### src/rtl/stab_pkg.sv
// Shared definitions for the stabilizer row decomposition block.
//   LIT_*            : 2-bit Pauli literal encoding (bit1 = x, bit0 = z)
//   phase_t          : phase as a power of i (0:+1, 1:+i, 2:-1, 3:-i)
//   state_e          : decomposer FSM states
//   lit_imag_factor  : power of i produced by multiplying two single-qubit literals
package stab_pkg;

    localparam logic [1:0] LIT_I = 2'b00;
    localparam logic [1:0] LIT_Z = 2'b01;
    localparam logic [1:0] LIT_X = 2'b10;
    localparam logic [1:0] LIT_Y = 2'b11;

    typedef logic [1:0] phase_t;

    typedef enum logic [1:0] {
        ST_IDLE = 2'd0,
        ST_SCAN = 2'd1,
        ST_DONE = 2'd2
    } state_e;

    // Cyclic order X->Y->Z gives +i, anti-cyclic gives -i (= i^3).
    function automatic phase_t lit_imag_factor(input logic [1:0] a, input logic [1:0] b);
        phase_t f;
        f = 2'd0;
        case ({a, b})
            {LIT_X, LIT_Y}, {LIT_Y, LIT_Z}, {LIT_Z, LIT_X}: f = 2'd1;
            {LIT_Y, LIT_X}, {LIT_Z, LIT_Y}, {LIT_X, LIT_Z}: f = 2'd3;
            default:                                       f = 2'd0;
        endcase
        return f;
    endfunction

endpackage

### src/rtl/pauli_row_prod.sv
// Combinational product of two Pauli rows, A*B, with exact mod-4 phase.
//   a_phase_i, a_lit_i : left operand (phase as power of i, literals)
//   b_phase_i, b_lit_i : right operand
//   p_phase_o, p_lit_o : product row
module pauli_row_prod
    import stab_pkg::*;
#(
    parameter int num_qubit = 4
) (
    input  logic [1:0]             a_phase_i,
    input  logic [2*num_qubit-1:0] a_lit_i,
    input  logic [1:0]             b_phase_i,
    input  logic [2*num_qubit-1:0] b_lit_i,
    output logic [1:0]             p_phase_o,
    output logic [2*num_qubit-1:0] p_lit_o
);

    phase_t acc;

    always_comb begin
        acc = a_phase_i + b_phase_i;
        for (int unsigned q = 0; q < num_qubit; q++) begin
            acc = acc + lit_imag_factor(a_lit_i[2*q +: 2], b_lit_i[2*q +: 2]);
        end
        p_phase_o = acc;
        p_lit_o   = a_lit_i ^ b_lit_i;
    end

endmodule

### src/rtl/stab_row_decompose.sv
// Decomposes a query Pauli row over a fully reduced generator set, one
// generator row per clock.
//   clk, rst_n                      : clock, async active-low reset
//   gen_literals/phase/pivot_*/row_valid : generator set (unregistered, held
//                                     stable from query acceptance to result)
//   query_valid/ready, query_*      : query handshake and payload
//   result_valid/ready, result_*    : membership, selection mask, residual phase
module stab_row_decompose
    import stab_pkg::*;
#(
    parameter int num_qubit = 4,
    parameter int IDXW      = (num_qubit > 1) ? $clog2(num_qubit) : 1
) (
    input  logic                             clk,
    input  logic                             rst_n,
    input  logic [2*num_qubit*num_qubit-1:0] gen_literals,
    input  logic [num_qubit-1:0]             gen_phase,
    input  logic [IDXW*num_qubit-1:0]        gen_pivot_col,
    input  logic [num_qubit-1:0]             gen_pivot_bit,
    input  logic [num_qubit-1:0]             gen_row_valid,
    input  logic                             query_valid,
    output logic                             query_ready,
    input  logic [2*num_qubit-1:0]           query_literals,
    input  logic [1:0]                       query_phase,
    output logic                             result_valid,
    input  logic                             result_ready,
    output logic                             result_member,
    output logic [num_qubit-1:0]             result_select,
    output logic [1:0]                       result_phase
);

    localparam int LW = 2 * num_qubit;

    state_e               state_q, state_d;
    logic [IDXW-1:0]      row_q, row_d;
    logic [LW-1:0]        q_lit_q, q_lit_d;
    phase_t               q_ph_q, q_ph_d;
    logic [LW-1:0]        p_lit_q, p_lit_d;
    phase_t               p_ph_q, p_ph_d;
    logic [num_qubit-1:0] sel_q, sel_d;

    logic [LW-1:0]        row_lit;
    logic [IDXW-1:0]      piv_col;
    logic                 piv_bit;
    logic                 take;
    logic [LW-1:0]        prod_lit;
    phase_t               prod_ph;

    assign row_lit = gen_literals[int'(row_q)*LW +: LW];
    assign piv_col = gen_pivot_col[int'(row_q)*IDXW +: IDXW];
    assign piv_bit = gen_pivot_bit[row_q];

    // In reduced form only row r has its pivot column set, so the query bit
    // there alone decides whether row r is in the product.
    always_comb begin
        take = 1'b0;
        if (gen_row_valid[row_q] && (int'(piv_col) < num_qubit)) begin
            take = q_lit_q[int'(piv_col)*2 + int'(piv_bit)];
        end
    end

    pauli_row_prod #(.num_qubit(num_qubit)) u_prod (
        .a_phase_i (p_ph_q),
        .a_lit_i   (p_lit_q),
        .b_phase_i ({gen_phase[row_q], 1'b0}),
        .b_lit_i   (row_lit),
        .p_phase_o (prod_ph),
        .p_lit_o   (prod_lit)
    );

    always_comb begin
        state_d      = state_q;
        row_d        = row_q;
        q_lit_d      = q_lit_q;
        q_ph_d       = q_ph_q;
        p_lit_d      = p_lit_q;
        p_ph_d       = p_ph_q;
        sel_d        = sel_q;
        query_ready  = 1'b0;
        result_valid = 1'b0;
        case (state_q)
            ST_IDLE: begin
                query_ready = 1'b1;
                if (query_valid) begin
                    q_lit_d = query_literals;
                    q_ph_d  = query_phase;
                    p_lit_d = '0;
                    p_ph_d  = '0;
                    sel_d   = '0;
                    row_d   = '0;
                    state_d = ST_SCAN;
                end
            end
            ST_SCAN: begin
                if (take) begin
                    p_lit_d       = prod_lit;
                    p_ph_d        = prod_ph;
                    sel_d[row_q]  = 1'b1;
                end
                if (row_q == IDXW'(num_qubit - 1)) begin
                    state_d = ST_DONE;
                end else begin
                    row_d = row_q + 1'b1;
                end
            end
            ST_DONE: begin
                result_valid = 1'b1;
                if (result_ready) begin
                    state_d = ST_IDLE;
                end
            end
            default: state_d = ST_IDLE;
        endcase
    end

    assign result_member = result_valid && (p_lit_q == q_lit_q);
    assign result_select = result_valid ? sel_q : '0;
    assign result_phase  = result_valid ? phase_t'(q_ph_q - p_ph_q) : '0;

    always_ff @(posedge clk or negedge rst_n) begin
        if (!rst_n) begin
            state_q <= ST_IDLE;
            row_q   <= '0;
            q_lit_q <= '0;
            q_ph_q  <= '0;
            p_lit_q <= '0;
            p_ph_q  <= '0;
            sel_q   <= '0;
        end else begin
            state_q <= state_d;
            row_q   <= row_d;
            q_lit_q <= q_lit_d;
            q_ph_q  <= q_ph_d;
            p_lit_q <= p_lit_d;
            p_ph_q  <= p_ph_d;
            sel_q   <= sel_d;
        end
    end

endmodule

### config.mk
export PLATFORM = sky130hd
export DESIGN_NAME = stab_row_decompose
export DESIGN_NICKNAME = d
export VERILOG_FILES = /design/src/rtl/stab_pkg.sv /design/src/rtl/pauli_row_prod.sv /design/src/rtl/stab_row_decompose.sv
export SDC_FILE = /design/constraint.sdc
export NUM_CORES = 1
export LEC_CHECK = 0
export BUFFER_PORTS_ARGS = -buffer_cell sky130_fd_sc_hd__buf_2
export CAP_MARGIN = 20
export CELL_PAD_IN_SITES_DETAIL_PLACEMENT = 0
export CELL_PAD_IN_SITES_GLOBAL_PLACEMENT = 2
export CORE_MARGIN = 5
export CORE_UTILIZATION = 28
export DETAILED_ROUTE_END_ITERATION = 12
export PLACE_DENSITY_LB_ADDON = 0.1
export SLEW_MARGIN = 10
export SYNTH_ARGS = -nofsm -noshare
export SYNTH_HDL_FRONTEND = slang
export SYNTH_SLANG_ARGS = --single-unit
### constraint.sdc
create_clock -name clk -period 3.43 [get_ports clk]
set_input_delay 1.029 -clock clk [delete_from_list [all_inputs] [get_ports clk]]
set_output_delay 1.029 -clock clk [all_outputs]
set_load 0.005 [all_outputs]
==> flow_metrics.py, run 1 <==
metrics = {
    "cells_and_area": {
        "final_util": 0.378,
        "nNetsFinal": 367,
        "drive_gt1_frac": 0.479,
        "instances_no_fill": 394,
        "fin_area_mm2": 0.00294,
        "n_fill_cell": 813,
        "diodes": 0,
        "area_delta_synth_final_pct": 31.2,
    },
    "hold_path": {
        "hold_path_class": "reg2reg",
        "hold_path.startpoint": "sel_q[1]",
    },
    "clocking": {
        "post_cts_buffers": 0,
        "cts_buffers": 3,
        "clock_sinks": 28,
        "insertion_delay_ns": 0.27,
        "clk_pin_slew_ns": 0.10,
        "tritoncts": "done",
        "root_buffer": "clkbuf_8",
        "htreeDepth": 1,
        "cts.path.max_buffers": 2,
    },
    "logic_synthesis": {
        "yosysMostFrequentCell": "dfrtp_1",
        "seq_area_frac_synth": 0.313,
        "synthArstFlopShare": 1.00,
        "mappedNetlistArea_mm2": 0.00224,
        "synth_area_leaders": "dfrtp_1 31%, mux4_2 10%, xnor2_1 6.3%",
        "synth_commonest_cells": "28 x dfrtp_1, 18 x nor2_1, 16 x xnor2_1",
        "synth_nets": 281,
        "yosysTopAreaCellShare": 0.313,
        "synth_flop_cell": "dfrtp_1",
        "synth.distinct_cells": 47,
        "synth_seq_cells": 28,
        "yosysWarnings": 0,
        "synthesis.instances": 207,
        "synth_top_cell_by_area": "dfrtp_1",
        "syn_area_per_cell_um2": 10.8,
        "synth_edf_count": 0,
    },
    "global_routing": {
        "grt_pass1_wl_um": 10500,
        "overflow": 0,
        "grt_usage": 0.132,
        "grt_antenna_before_repair": 0,
        "grt_max_degree": 29,
        "first_global_vias": 2083,
    },
    "sta": {
        "finalHoldViolations": 0,
        "min_period_ns": 3.87,
        "fmax_ghz": 0.258,
        "worst_slew_pin_slew_ns": 0.689,
        "relSlewSlack": 0.541,
        "setup_viol": 2,
        "rsz0062_at_grt": "true",
        "finClkSkew_ns": 0.00356,
        "hold_ws_ns": 0.519,
        "setup_tns_ns": -0.458,
        "layout_setup_ws_ns": -0.444,
        "slew_viol_final": 0,
        "period_share": 1.13,
    },
    "floorplanning": {
        "design.core.area_mm2": 0.00777,
        "die_area_mm2": 0.00988,
        "die_h_um": 99.4,
        "die_w_um": 99.4,
        "io_pins": 75,
        "rows": 32,
        "initial_core_util": 0.288,
    },
    "power_and_ir_drop": {
        "switching_power_mw": 1.05,
        "switching_share": 0.426,
        "share_comb_of_total_power": 0.650,
        "ir_worst_vdd_v": 0.000238,
        "pwr-share-seq": 0.267,
        "p_int_mw": 1.42,
        "leakage_nw": 1.32,
        "clkPwrFrac": 0.083,
        "power_mw": 2.47,
        "cellPowerDensity_mw_per_mm2": 843,
    },
    "worst_setup_path": {
        "slowest_delay_ns": 0.51,
        "timing.rr.start": "row_q[0]",
        "rr_endpoint": "p_ph_q[1]",
        "cp-end-kind": "flip-flop",
        "crit_type": "in2reg",
        "cp-endpoint": "p_ph_q[1]",
        "crit_chain": "buf_6, mux4_2, nand2_4, xor2_4, fa_1, fa_1, inv_2, fa_2, xnor2_2, xnor2_1, xnor2_1, xnor3_1, o21ai_1",
        "rr_worst_depth": 13,
        "critPathArrivalTime_ns": 4.08,
        "worstSetupStartpointType": "input pin",
        "reg2reg_setup_slack_ns": -0.27,
        "critPathMaxFanout": 2,
        "slowest_stage": "fa_1",
        "worstSetupStartpoint": "gen_literals[28]",
        "critPathRequiredTime_ns": 3.64,
    },
    "placement": {
        "place_inst": 390,
        "place_ws_ns": -0.827,
        "portBuffers": 74,
        "gp_congestion": 0.790,
        "hpwl_um": 5140,
        "place_area_mm2": 0.00280,
    },
    "route": {
        "drc_errors": 0,
        "wire_per_inst_um": 16.0,
        "routed_wl_um": 6300,
        "ant_nets": 0,
        "vias": 1888,
        "firstDrtPassIters": 4,
        "first_iter_violations": 27,
        "viasPerCell": 4.79,
    },
    "run_status": {
        "violations": "setup timing",
        "outcome": "finished with violations",
    },
    "run": {
        "drv_cap": 0,
    },
}
## worst max-delay path: cells and delay by family
| kind | cells | cell delay [ns] |
|---|---|---|
| multiplexers | 1 | 0.50 |
| XOR/XNOR | 5 | 0.90 |
| buffers and inverters | 2 | 0.13 |
| adder cells (fa/ha/maj) | 3 | 1.30 |
| AND/OR/NAND/NOR | 1 | 0.11 |
| AO/OA/AOI/OAI | 1 | 0.11 |
## sequential cells by signal (all words and copies together), names as in the netlist
register,flops
sel_q,4
q_ph_q,2
row_q,2
p_ph_q,2
state_q,2
q_lit_q,8
p_lit_q,8
## kinds of logic (layout without fill, tap and decap cells)
family / count (synthesis) / count (layout) / share of synthesized area
xor gates and xnor gates: 27 / 27 / 0.112
and+or+nand+nor: 73 / 73 / 0.186
DFF: 28 / 28 / 0.313
buffers and inverters: 19 / 104 / 0.0430
adders and majority gates: 8 / 8 / 0.0548
AOI/OAI and AO/OA: 23 / 23 / 0.0827
muxes: 29 / 29 / 0.209
## routing by layer
layer,global-route usage,up-vias,share of wire
li1,-,913,-
met5,0,-,0
met2,0.230,40,0.50
met1,0.171,927,0.44
met3,0.0245,8,0.036
met4,0.0242,0,0.017
## power by group through the flow
stage          Clock (mW)  Sequential, mW  Combinational (mW)
2_1_floorplan           0           0.584                1.24
6_report            0.206           0.661                1.61
3_3_place_gp            0           0.668                1.58
3_5_place_dp            0           0.666                1.58
4_1_cts             0.220           0.662                1.62
5_1_grt             0.228           0.687                1.81
## area by class of cell
cell class / instances / area (um^2) / area share
Inverter: 9 / 33.8 / 0.0115
Clock buffer: 4 / 55.1 / 0.0187
Multi-Input combinational cell: 160 / 1490 / 0.507
Timing Repair Buffer: 91 / 529 / 0.180
Sequential cell: 28 / 701 / 0.239
Tap cell: 102 / 128 / 0.0435
## cells in the final DEF (no fill, tap or decap), types with 6 or more instances in the layout
| cell | netlist | final |
|---|---|---|
| mux2_2 | 12 | 12 |
| nand4_1 | 8 | 8 |
| buf_4 | 0 | 17 |
| buf_2 | 2 | 69 |
| inv_1 | 9 | 8 |
| xor2_1 | 10 | 8 |
| dfrtp_1 | 28 | 28 |
| nor2_1 | 18 | 18 |
| xnor2_1 | 16 | 15 |
| mux4_2 | 10 | 12 |
| o21ai_0 | 7 | 6 |
| nand2_1 | 12 | 8 |
## worst min-delay path by stage
stage               endpoint  depth (start not counted)
finish              sel_q[1]                          2
global route        sel_q[3]                          2
CTS                 sel_q[3]                          2
detailed placement  sel_q[3]                          2
global placement    sel_q[3]                          2
floorplan           sel_q[0]                          2
## what timing repair did
action                                 in CTS  in global routing
pin swaps                                   3                  1
resized for setup                           8                  7
endpoints found under the hold margin       0                  0
hold buffers                                0                  0
setup endpoints to repair                   2                  2
(Power assumes the default switching activity.)
==> run 2, diff against run 1 <==
==> constraint.sdc (replaced) <==
create_clock -name clk -period 3.19 [get_ports clk]
set_input_delay 0.957 -clock clk [delete_from_list [all_inputs] [get_ports clk]]
set_output_delay 0.957 -clock clk [all_outputs]
set_load 0.005 [all_outputs]
==> flow_metrics.py, run 2 (synthesis gave the netlist of run 1 again) <==
metrics = {
    "route": {
        "routed_wl_um": 6210,
        "wire_per_inst_um": 15.5,
        "firstDrtPassIters": 4,
        "drc_errors": 0,
        "ant_nets": 0,
        "vias": 1842,
        "first_iter_violations": 27,
        "viasPerCell": 4.61,
    },
    "worst_setup_path": {
        "worstSetupStartpointType": "input pin",
        "rr_worst_depth": 13,
        "rr_endpoint": "p_ph_q[1]",
        "cp-endpoint": "p_ph_q[1]",
        "timing.rr.start": "row_q[0]",
        "critPathMaxFanout": 2,
        "reg2reg_setup_slack_ns": -0.39,
        "critPathRequiredTime_ns": 3.40,
        "worstSetupStartpoint": "gen_literals[23]",
        "crit_type": "in2reg",
        "cp-end-kind": "flip-flop",
        "critPathArrivalTime_ns": 3.95,
    },
    "global_routing": {
        "first_global_vias": 2091,
        "overflow": 0,
        "grt_usage": 0.131,
        "grt_max_degree": 29,
        "grt_pass1_wl_um": 10400,
        "grt_antenna_before_repair": 0,
    },
    "sta": {
        "finClkSkew_ns": 0.00917,
        "worst_slew_pin_slew_ns": 0.671,
        "min_period_ns": 3.74,
        "fmax_ghz": 0.267,
        "finalHoldViolations": 0,
        "setup_viol": 2,
        "setup_tns_ns": -0.760,
        "slew_viol_final": 0,
        "layout_setup_ws_ns": -0.555,
        "rsz0062_at_grt": "true",
        "period_share": 1.17,
        "relSlewSlack": 0.553,
    },
    "placement": {
        "hpwl_um": 5190,
        "gp_congestion": 0.771,
        "place_ws_ns": -0.958,
        "place_area_mm2": 0.00286,
        "place_inst": 396,
        "portBuffers": 74,
    },
    "cells_and_area": {
        "nNetsFinal": 374,
        "drive_gt1_frac": 0.490,
        "final_cell_mix": "71 x buf_2, 27 x dfrtp_1, 23 x buf_4",
        "area_delta_synth_final_pct": 31.8,
        "final_common_cell": "buf_2",
        "largestRegisters": "p_lit_q: 8 flops, q_lit_q: 8 flops, sel_q: 4 flops",
        "diodes": 0,
        "fin_area_mm2": 0.00295,
        "instances_no_fill": 400,
    },
    "power_and_ir_drop": {
        "power_mw": 2.69,
        "cellPowerDensity_mw_per_mm2": 910,
        "ir_worst_vdd_v": 0.000251,
        "leakage_nw": 1.33,
    },
    "hold_path": {
        "hold_path_class": "reg2reg",
        "min_path_cells": 2,
    },
    "clocking": {
        "htreeDepth": 1,
        "clk_pin_slew_ns": 0.10,
        "tritoncts": "done",
        "clock_sinks": 28,
        "cts_buffers": 3,
        "root_buffer": "clkbuf_8",
        "postCtsHoldBufs": 0,
        "cts.path.max_buffers": 2,
        "insertion_delay_ns": 0.28,
    },
    "floorplanning": {
        "die_h_um": 99.4,
        "rows": 32,
        "io_pins": 75,
        "die_w_um": 99.4,
        "initial_core_util": 0.288,
        "design.core.area_mm2": 0.00777,
        "die_area_mm2": 0.00988,
    },
    "run_status": {
        "outcome": "finished with violations",
        "violations": "setup timing",
    },
    "run": {
        "drv_cap": 0,
    },
}
-- run 2: cell types whose count changed in the layout (fill, tap and decap cells not counted), sizes merged --
cell	before	now
buf	91	98
clkbuf	4	3
-- run 2: per-layer routing --
metal / part of all wire / wire, um / up-vias / GRT usage
met2: 0.51 / 3200 / 33 / 0.233
met3: 0.039 / 244 / 0 / 0.0288
met1: 0.45 / 2770 / 881 / 0.170
li1: - / - / 928 / -
met4: 0 / 0 / 0 / 0.00945
met5: 0 / 0 / - / 0
-- run 2: timing repair --
item / in CTS / in global routing
buffers inserted: 0 / 1
setup endpoints to repair: 2 / 2
pin swaps: 1 / 4
cloned: 0 / 0
endpoints found under the hold margin: 0 / 0
resized for setup: 6 / 4
-- run 2: critical path: stages --
cell,delay (ns)
buf_2,0.11
mux4_2,0.48
nand2_1,0.12
xor2_2,0.15
fa_1,0.44
fa_1,0.51
inv_2,0.04
fa_2,0.36
xnor2_2,0.14
xnor2_1,0.16
xnor2_1,0.14
xnor3_1,0.22
o21ai_1,0.11
-- run 2: how the worst min path moves through the flow --
stage                   from  endpoint  slack [ns]
finish              sel_q[0]  sel_q[0]        0.52
global route        sel_q[0]  sel_q[0]        0.54
CTS                 sel_q[0]  sel_q[0]        0.53
detailed placement  sel_q[1]  sel_q[1]        0.49
global placement    sel_q[3]  sel_q[3]        0.49
floorplan           sel_q[0]  sel_q[0]        0.46
-- run 2: power by group --
part	total [mW]	switching (mW)	internal, mW
combinational	1.80	0.833	0.965
clock	0.197	0.112	0.0850
sequential	0.690	0.180	0.510
-- run 2: layout make-up --
cell class                      instances  area, um^2
Clock buffer                            3        41.3
Sequential cell                        28         702
Multi-Input combinational cell        160        1460
Tap cell                              102         128
Timing Repair Buffer                   98         582
Inverter                                9        33.8
Fill cell                             806        4820
-- run 2: through the flow --
step / hold WS [ns] / util
final: 0.518 / 0.380
after CTS: 0.531 / 0.378
after global placement: 0.492 / 0.368
after global routing: 0.544 / 0.380
after detailed placement: 0.488 / 0.368
after floorplan: 0.464 / -
